### src/rtl/led_flow_pwm_pkg.sv
// Shared definitions for the LED flow driver: mode encodings and a
// constant-function width helper usable in port declarations.
package led_pkg;

  localparam logic [1:0] MODE_UP     = 2'd0;
  localparam logic [1:0] MODE_DOWN   = 2'd1;
  localparam logic [1:0] MODE_BOUNCE = 2'd2;
  localparam logic [1:0] MODE_FREEZE = 2'd3;

  // Bits needed to count 0..n-1, never less than 1 so a 1-entry range
  // still yields a legal vector.
  function automatic int clog2(input int n);
    int w;
    w = 0;
    for (int i = 0; i < 31; i++) begin
      if ((1 << i) < n) w = i + 1;
    end
    return (w < 1) ? 1 : w;
  endfunction

endpackage

### src/rtl/led_flow_pwm_bank.sv
// PWM output bank: one free-running counter shared by all channels and a
// registered comparator per channel.
//   clk, rst_n  clock / async active-low reset
//   clr         synchronous clear (counter and outputs to 0)
//   duty_flat   N_LED duties, channel i at bits [i*DUTY_W +: DUTY_W]
//   led_out     registered drive, led_out[i] = (pwm_cnt < duty[i])
module led_pwm_bank #(
  parameter int N_LED   = 8,
  parameter int PWM_TOP = 900,
  parameter int DUTY_W  = 10
) (
  input  logic                      clk,
  input  logic                      rst_n,
  input  logic                      clr,
  input  logic [N_LED*DUTY_W-1:0]   duty_flat,
  output logic [N_LED-1:0]          led_out
);

  logic [DUTY_W-1:0] pwm_cnt;

  always_ff @(posedge clk or negedge rst_n) begin
    if (!rst_n) begin
      pwm_cnt <= '0;
      led_out <= '0;
    end else if (clr) begin
      pwm_cnt <= '0;
      led_out <= '0;
    end else begin
      pwm_cnt <= (pwm_cnt == DUTY_W'(PWM_TOP - 1)) ? '0 : pwm_cnt + 1'b1;
      // duty 0 never beats the counter; duty >= PWM_TOP always does.
      for (int i = 0; i < N_LED; i++) begin
        led_out[i] <= (pwm_cnt < duty_flat[i*DUTY_W +: DUTY_W]);
      end
    end
  end

endmodule

### src/rtl/led_flow_pwm.sv
// Water-flow LED driver: a full-brightness head walks across N_LED
// channels (up, down, bounce or frozen) leaving a geometrically fading tail.
//   clk, rst_n   clock / async active-low reset
//   en           run enable; low holds everything cleared
//   mode         0 up, 1 down, 2 bounce, 3 freeze (sampled at step ticks)
//   decay_shift  tail decay strength, 0 clears the tail at once
//   led_out      registered PWM drive per channel
//   head_idx     current head position
//   step_tick    one-cycle pulse at each step boundary
module led_flow_pwm
  import led_pkg::*;
#(
  parameter int N_LED       = 8,
  parameter int PWM_TOP     = 900,
  parameter int DUTY_MAX    = 900,
  parameter int STEP_CYCLES = 30000,
  parameter int DUTY_FLOOR  = 50,
  parameter int DUTY_W      = 10
) (
  input  logic                      clk,
  input  logic                      rst_n,
  input  logic                      en,
  input  logic [1:0]                mode,
  input  logic [2:0]                decay_shift,
  output logic [N_LED-1:0]          led_out,
  output logic [clog2(N_LED)-1:0]   head_idx,
  output logic                      step_tick
);

  localparam int HW = clog2(N_LED);
  localparam int SW = clog2(STEP_CYCLES);
  localparam logic [HW-1:0] HEAD_MAX = HW'(N_LED - 1);

  logic [SW-1:0]           step_cnt;
  logic                    tick;
  logic                    dir_up;
  logic                    eff_up;
  logic                    next_dir_up;
  logic [1:0]              prev_mode;
  logic [HW-1:0]           next_head;
  logic [DUTY_W-1:0]       duty    [N_LED];
  logic [DUTY_W-1:0]       decayed [N_LED];
  logic [N_LED*DUTY_W-1:0] duty_flat;

  assign tick = (step_cnt == SW'(STEP_CYCLES - 1));

  // Bounce direction comes from the mode used at the previous tick:
  // arriving from up/down inherits that direction, otherwise the stored one.
  always_comb begin
    next_head   = head_idx;
    next_dir_up = dir_up;
    eff_up      = dir_up;
    case (mode)
      MODE_UP:   next_head = (head_idx == HEAD_MAX) ? '0 : head_idx + 1'b1;
      MODE_DOWN: next_head = (head_idx == '0) ? HEAD_MAX : head_idx - 1'b1;
      MODE_BOUNCE: begin
        if (prev_mode == MODE_UP)        eff_up = 1'b1;
        else if (prev_mode == MODE_DOWN) eff_up = 1'b0;
        if (eff_up) begin
          if (head_idx == HEAD_MAX) begin
            next_head   = head_idx - 1'b1;
            next_dir_up = 1'b0;
          end else begin
            next_head   = head_idx + 1'b1;
            next_dir_up = 1'b1;
          end
        end else begin
          if (head_idx == '0) begin
            next_head   = head_idx + 1'b1;
            next_dir_up = 1'b1;
          end else begin
            next_head   = head_idx - 1'b1;
            next_dir_up = 1'b0;
          end
        end
      end
      default: next_head = head_idx;
    endcase
  end

  // d - (d >> s) never underflows; small results snap to dark.
  for (genvar g = 0; g < N_LED; g++) begin : g_chan
    logic [DUTY_W-1:0] diff;
    assign diff       = duty[g] - (duty[g] >> decay_shift);
    assign decayed[g] = (decay_shift == 3'd0 || diff < DUTY_W'(DUTY_FLOOR)) ? '0 : diff;
    assign duty_flat[g*DUTY_W +: DUTY_W] = duty[g];
  end

  always_ff @(posedge clk or negedge rst_n) begin
    if (!rst_n) begin
      step_cnt  <= '0;
      step_tick <= 1'b0;
      head_idx  <= '0;
      dir_up    <= 1'b1;
      prev_mode <= MODE_UP;
      for (int i = 0; i < N_LED; i++) duty[i] <= '0;
    end else if (!en) begin
      step_cnt  <= '0;
      step_tick <= 1'b0;
      head_idx  <= '0;
      dir_up    <= 1'b1;
      prev_mode <= MODE_UP;
      for (int i = 0; i < N_LED; i++) duty[i] <= '0;
    end else begin
      step_tick <= tick;
      step_cnt  <= tick ? '0 : step_cnt + 1'b1;
      if (tick) begin
        prev_mode <= mode;
        if (mode != MODE_FREEZE) begin
          head_idx <= next_head;
          dir_up   <= next_dir_up;
          for (int i = 0; i < N_LED; i++) begin
            duty[i] <= (HW'(i) == next_head) ? DUTY_W'(DUTY_MAX) : decayed[i];
          end
        end
      end
    end
  end

  led_pwm_bank #(
    .N_LED   (N_LED),
    .PWM_TOP (PWM_TOP),
    .DUTY_W  (DUTY_W)
  ) u_bank (
    .clk       (clk),
    .rst_n     (rst_n),
    .clr       (~en),
    .duty_flat (duty_flat),
    .led_out   (led_out)
  );

endmodule

### config.mk
export PLATFORM = sky130hd
export DESIGN_NAME = led_flow_pwm
export DESIGN_NICKNAME = d
export VERILOG_FILES = /design/src/rtl/led_flow_pwm_pkg.sv /design/src/rtl/led_flow_pwm_bank.sv /design/src/rtl/led_flow_pwm.sv
export SDC_FILE = /design/constraint.sdc
export NUM_CORES = 1
export LEC_CHECK = 0
export ABC_AREA = 1
export ABC_CLOCK_PERIOD_IN_PS = 5800
export CAP_MARGIN = 0
export CORE_ASPECT_RATIO = 1.2
export CORE_MARGIN = 2
export CORE_UTILIZATION = 35
export DETAILED_ROUTE_END_ITERATION = 10
export PLACE_DENSITY = 0.5
export SETUP_SLACK_MARGIN = 0.4
export SYNTH_ARGS = -nofsm -noshare
export SYNTH_HDL_FRONTEND = slang
export SYNTH_HIERARCHICAL = 1
export SYNTH_SLANG_ARGS = --single-unit
### constraint.sdc
create_clock -name clk -period 5.8 [get_ports clk]
set_clock_uncertainty 0.1 [all_clocks]
set_input_delay 1.16 -clock clk [delete_from_list [all_inputs] [get_ports clk]]
set_output_delay 1.16 -clock clk [all_outputs]
set_load 0.02 [all_outputs]
Word-level counts from Yosys, hierarchy flattened
Cells that the tools add are included.
- logic and storage cells: 129
- memory bits (writable): 0
- memories kept: 0
- memory bits (read-only): 0
- input bits: 8
- bits in registers: 120
- latch bits: 0
- output and inout bits: 12
- reduce and logical (&&, ||, !) cells: 15
- mux-type cells: 46
- div/mod/pow operators: 0
- $mul: 0
- bitwise logic cells: 0
- order comparisons: 16
- shifts and indexed selects: 8
- equality and inequality tests: 17
- add/subtract/negate cells: 12
- operator list (kind ; count):
    80-bit two-way mux ; 3
    10-bit two-way mux ; 18
    10-bit < comparator ; 8
    10-bit by 6-bit < comparator with 1-bit output (second input constant) ; 8
    10-bit by 3-bit right shift with 10-bit output ; 8
    10-bit subtractor ; 8
    15-bit two-way mux ; 2
    3-bit two-way mux ; 8
    15-bit by 1-bit adder with 15-bit output (second input constant) ; 1
    15-bit == test (second input constant) ; 1
    3-bit == test (first input constant) ; 4
    1-bit two-way mux ; 11
    10-bit by 1-bit adder with 10-bit output (second input constant) ; 1
    10-bit == test (second input constant) ; 1
    3-bit zero test ; 3
    3-bit one-hot mux with 3 select lines ; 1
    1-bit logical OR ; 8
    8-bit two-way mux ; 1
    2-bit by 3-bit == test with 1-bit output (first input constant) ; 2
    2-bit by 1-bit != test with 1-bit output (second input constant) ; 3
    2-bit by 1-bit == test with 1-bit output (second input constant) ; 2
    2-bit zero test ; 2
    2-bit two-way mux ; 2
    3-bit by 1-bit adder with 3-bit output (second input constant) ; 1
    7 further kinds ; 7

Depth between registers and ports, before layout
- word-level depth: 11
- mapped depth: 21
- depth with buffers taken out: 20

Modules after synthesis
The synthesis kept the hierarchy.
- by module, submodules not included (module ; instances ; area an instance (um^2) ; seq. area each (um^2) ; cells each):
    led_flow_pwm ; 1 ; 10789.1 ; 2553.7 ; 1777
    led_pwm_bank ; 1 ; 2672.6 ; 450.4 ; 411

Least setup slack after synthesis
No wires, ideal clock.
- path kind: in2reg
- start point: input decay_shift[1]
- end point: register duty[52] in the netlist's numbering
- cell stages on the path: 18
- data required time: 5.572 ns
- arrival: 3.673 ns
- setup time: 0.128 ns
- path slack: 1.899 ns
- path through: buf_2 -> inv_2 -> clkbuf_1 -> clkbuf_1 -> nand2_1 -> o21ai_0 -> o21ai_0 -> ha_1 -> fa_1 -> nand3b_1 -> a21oi_1 -> nor2_1 -> nand2_1 -> nand2_1 -> nor2_1 -> nand3_1 -> nand3_1 -> nand3_1
- cells in the longest elaborated chain, start to end: 9
- ends and longest elaborated chain (item ; RTL line ; RTL):
    from (decl) ; led_flow_pwm.sv:24 ; input logic [2:0] decay_shift,
    10-bit by 3-bit right shift with 10-bit output ; led_flow_pwm.sv:84 ; assign diff = duty[g] - (duty[g] >> decay_shift);
    10-bit subtractor ; led_flow_pwm.sv:84 ;
    10-bit by 6-bit < comparator with 1-bit output ; led_flow_pwm.sv:85 ; assign decayed[g] = (decay_shift == 3'd0 || diff < DUTY_W'(DUTY_FLOOR)) ? '0 : diff;
    1-bit logical OR ; led_flow_pwm.sv:85 ;
    10-bit two-way mux (*) ; led_flow_pwm.sv:85 ;
    10-bit two-way mux (*) ; led_flow_pwm.sv:113 ; duty[i] <= (HW'(i) == next_head) ? DUTY_W'(DUTY_MAX) : decayed[i];
    80-bit two-way mux (*) ; led_flow_pwm.sv:109 ; if (mode != MODE_FREEZE) begin
    80-bit two-way mux (*) ; led_flow_pwm.sv:107 ; if (tick) begin
    80-bit two-way mux (*) ; led_flow_pwm.sv:97 ; end else if (!en) begin
    to (signal, indexed assignment) ; led_flow_pwm.sv:113 ;
    to (decl) ; led_flow_pwm.sv:41 ; logic [DUTY_W-1:0] duty [N_LED];
Mark *: on every way between the ends. The rest lies on a longest branch, timed or not. The select of a mux whose other input is x is not followed.
A chain may end at the register's enable or synchronous reset.

Final worst setup path
- start point: input decay_shift[0]
- end point: register duty[72] in the netlist's numbering
The elaborated chain is that of the path after synthesis.

==> impl_metrics.prom <==
# TYPE chip_impl_metric gauge
chip_impl_info{name="rr_startpoint",value="duty[76]"} 1
chip_impl_metric{name="cp_max_stage_delay",unit="ns"} 0.48
chip_impl_info{name="cpMaxStageDelayCell",value="buf_4"} 1
chip_impl_metric{name="area_growth_from_synthesis_to_layout",unit="%"} 8.449
chip_impl_metric{name="core_area",unit="mm2"} 0.03787
chip_impl_metric{name="drv_slew",unit=""} 0
chip_impl_metric{name="total_clock_buffers_created_by_cts",unit=""} 17
chip_impl_metric{name="iteration_count_of_the_initial_detailed_routing_pass",unit=""} 6
chip_impl_info{name="cpMostUsedCell",value="nand2_1"} 1
chip_impl_metric{name="final.setup.tns",unit="ns"} 0
chip_impl_metric{name="dieWidth",unit="um"} 183.0
chip_impl_info{name="crit_path_start_kind",value="primary input"} 1
chip_impl_metric{name="dp_hpwl",unit="um"} 29760
chip_impl_metric{name="largest_net_degree_at_the_start_of_global_routing",unit=""} 82
chip_impl_metric{name="detail_route.wl_per_cell",unit="um"} 15.18
chip_impl_metric{name="layout_worst_path_cycle_share",unit=""} 0.7680
chip_impl_metric{name="final_net_count",unit=""} 2341
chip_impl_metric{name="initialDrtViolationCount",unit=""} 882
chip_impl_metric{name="detailed_place.area",unit="mm2"} 0.01407
chip_impl_metric{name="fin_hold_ws",unit="ns"} 0.3628
chip_impl_metric{name="seq_total_area_yosys",unit=""} 0.2232
chip_impl_metric{name="cts.reportedPaths.clkPinSlew",unit="ns"} 0.06
chip_impl_metric{name="seq_cell_area",unit="mm2"} 0.003004
chip_impl_metric{name="timing.slew.headroom",unit=""} 0.2342
chip_impl_metric{name="place.port_buffers",unit=""} 19
chip_impl_metric{name="dp_cells",unit=""} 2636
chip_impl_info{name="cts_tree",value="done"} 1
chip_impl_metric{name="antenna_cells_inserted",unit=""} 0
chip_impl_metric{name="grt-ovfl-total",unit=""} 0
chip_impl_metric{name="max-clock-path-buffers",unit=""} 2
chip_impl_metric{name="preCtsSetupSlack",unit="ns"} 0.8942
chip_impl_info{name="hp-start",value="step_cnt[0]"} 1
chip_impl_metric{name="worst_slew_pin_slew",unit="ns"} 1.149
chip_impl_metric{name="totalPowerFinal",unit="mW"} 2.333
chip_impl_metric{name="fmax",unit="MHz"} 224.5
chip_impl_metric{name="floorplan.initialDensity",unit=""} 0.3555
chip_impl_info{name="criticalPathCategory",value="in -> reg"} 1
chip_impl_metric{name="reg2reg_slack",unit="ns"} 2.53
chip_impl_metric{name="antenna_found_initial",unit=""} 0
chip_impl_metric{name="gp_routability_congestion",unit=""} 0.8211
chip_impl_metric{name="timing_hold_violations_final",unit=""} 0
chip_impl_metric{name="holdBufCountCts",unit=""} 0
chip_impl_info{name="worst_hold_path_type",value="reg -> reg"} 1
chip_impl_info{name="rsz0062_at_grt",value="no"} 1
chip_impl_info{name="worst_setup_path_end_kind",value="flop"} 1
chip_impl_metric{name="fp.dieArea",unit="mm2"} 0.04005
chip_impl_metric{name="cts_post_setup_buffers_inserted",unit=""} 0
chip_impl_metric{name="post-route-util",unit=""} 0.3855
chip_impl_metric{name="vias",unit=""} 13497
chip_impl_metric{name="groute.usage.overall",unit=""} 0.2097
chip_impl_metric{name="pwr_density_cell",unit="mW/mm2"} 159.8
chip_impl_info{name="status",value="finished clean"} 1
chip_impl_metric{name="final_area",unit="mm2"} 0.01460
chip_impl_metric{name="route.antenna.remaining_nets",unit=""} 0
chip_impl_metric{name="worstPathArrival",unit="ns"} 4.67
chip_impl_metric{name="synth.ff_latch_count",unit=""} 120
chip_impl_metric{name="ios",unit=""} 20
chip_impl_metric{name="drc",unit=""} 0
chip_impl_metric{name="multi_input_area",unit="mm2"} 0.008800
chip_impl_info{name="crit_path_cell_trace",value="buf_4 > inv_2 > nand2_1 > nand2_1 > o21ai_0 > inv_1 > o21ai_0 > inv_1 > fa_1 > nand3b_1 > nand2_1 > nand2_1 > nand3_1 > nand2_1 > nor2_1 > nand3_1 > nand3_1 > nand3_1"} 1
chip_impl_metric{name="mappedNetlistArea",unit="mm2"} 0.01346
chip_impl_metric{name="yosys_warnings",unit=""} 6
chip_impl_metric{name="worstRegToRegCells",unit=""} 18
chip_impl_metric{name="fin_ws",unit="ns"} 1.346
chip_impl_metric{name="first_global_vias",unit=""} 12966
chip_impl_metric{name="first_pass_grt_wire_length",unit="um"} 66790
chip_impl_metric{name="synthesis.instances",unit=""} 2188
chip_impl_info{name="min_delay_worst_endpoint",value="step_cnt[0]"} 1
chip_impl_metric{name="layoutNonFillerInstCount",unit=""} 2668
chip_impl_metric{name="fraction_of_layout_cells_with_a_size_suffix_above_1",unit=""} 0.03199
chip_impl_metric{name="post_synth.cell_area_avg",unit="um2"} 6.152
chip_impl_metric{name="rows",unit=""} 78
chip_impl_metric{name="cts-resized-gates",unit=""} 0
chip_impl_metric{name="viasPerCell",unit=""} 5.059
chip_impl_metric{name="htreeDepth",unit=""} 4
chip_impl_metric{name="path_max_fanout",unit=""} 65
chip_impl_metric{name="synth_fp_nets",unit=""} 2354
chip_impl_metric{name="synth.lib_cells_used.distinct",unit=""} 43
chip_impl_metric{name="fp.dieH",unit="um"} 218.8
chip_impl_metric{name="finalWorstPathRequiredPeriod",unit="ns"} 4.454
chip_impl_metric{name="filler_cell_count",unit=""} 4153
chip_impl_info{name="clock_tree.root_cell",value="clkbuf_16"} 1
chip_impl_metric{name="power.leakage",unit="nW"} 7.731
chip_impl_metric{name="routed_wl",unit="um"} 40490
chip_impl_metric{name="max_cap_violations",unit=""} 0
chip_impl_metric{name="clock_sinks",unit=""} 120
chip_impl_metric{name="clock_insertion_delay_worst_skew",unit="ns"} 0.45
chip_impl_metric{name="cp_data_required_time",unit="ns"} 6.02
chip_impl_info{name="worst_r2r_endpoint",value="duty[72]"} 1
chip_impl_metric{name="holdPathStages",unit=""} 1
chip_impl_metric{name="setup_viol",unit=""} 0
chip_impl_metric{name="ir_worst_vdd",unit="V"} 0.0001611
## cell families after synthesis
kind of cell,share of synthesized area
and+or+nand+nor,0.3669
buffers and inverters,0.1232
AOI/OAI and AO/OA,0.1231
adders and majority gates,0.1513
DFF,0.2232
xor gates and xnor gates,0.006506
muxes,0.005949
## how the worst max path moves through the flow
stage,startpoint,slack (ns),endpoint
after floorplan,decay_shift[1],1.90,duty[52]
after global placement,decay_shift[0],0.96,duty[72]
after detailed placement,decay_shift[0],0.89,duty[72]
after CTS,decay_shift[0],1.39,duty[72]
after global routing,decay_shift[0],1.00,duty[20]
final,decay_shift[0],1.35,duty[72]
## cell type report
class                           count  area share
Clock buffer                       18     0.02940
Clock inverter                     14    0.007114
Inverter                          362     0.09316
Multi-Input combinational cell   1645      0.6028
Sequential cell                   120      0.2058
Tap cell                          480     0.04114
Timing Repair Buffer               29     0.02065
## layout by cell type, fill, tap and decap left out, drive strengths merged, types with 10 or more instances in the layout
| master | netlist | layout |
|---|---|---|
| o22ai | 21 | 21 |
| nand2 | 743 | 743 |
| ha | 150 | 150 |
| nand4 | 73 | 73 |
| nand3 | 162 | 162 |
| buf | 25 | 12 |
| dfrtp | 119 | 119 |
| clkbuf | 36 | 18 |
| o21ai | 142 | 142 |
| nor3 | 10 | 10 |
| a21oi | 82 | 82 |
| clkdlybuf4s50 | 0 | 17 |
| nor2 | 169 | 169 |
| o211ai | 36 | 36 |
| inv | 360 | 361 |
## registers in the layout (all words and copies together) (netlist names)
signal,flops
u_bank/led_out,8
step_tick,1
duty,80
step_cnt,15
prev_mode,2
head_idx,3
u_bank/pwm_cnt,10
dir_up,1
## report_power, final
part	total, mW	switching (mW)	internal (mW)
Sequential	0.857	0.0115	0.846
Clock	1.01	0.464	0.546
Combinational	0.466	0.317	0.149
## cell usage after synthesis, drive strengths merged
master	number	area (um2)
o21ai	142	710.7
nor3	10	55.05
fa	8	160.2
clkinv	2	7.510
mux2i	8	80.08
dfrtp	119	2978
dfstp	1	26.28
o311ai	1	8.760
ha	150	1877
xor2	4	35.03
nand2	743	2801
a21o	2	15.01
xnor2	6	52.55
buf	25	163.9
o22ai	21	131.4
a31oi	2	12.51
nor4	4	46.29
a21oi	82	417.9
o21a	4	30.03
inv	360	1351
nand3	162	815.8
nor3b	1	7.510
o211ai	36	270.3
clkbuf	36	135.1
o21bai	6	45.04
nor2	169	673.2
a21boi	2	15.01
nand4	73	471.7
nand3b	9	67.56
## critical path, delay by kind of cell
kind / cells / cell delay (ns)
AOI/OAI and AO/OA: 2 / 0.55
adders and majority gates: 1 / 0.45
buffers and inverters: 4 / 1.07
and+or+nand+nor: 11 / 1.41
## routing by layer
layer / GRT usage / vias up / share of wire
met1: 0.2679 / 6233 / 0.47
met2: 0.3739 / 173 / 0.49
met4: 0.06293 / 0 / 0.019
met3: 0.01925 / 48 / 0.019
met5: 0 / - / 0
li1: - / 7043 / -
Power figures use the tool's default switching activity.
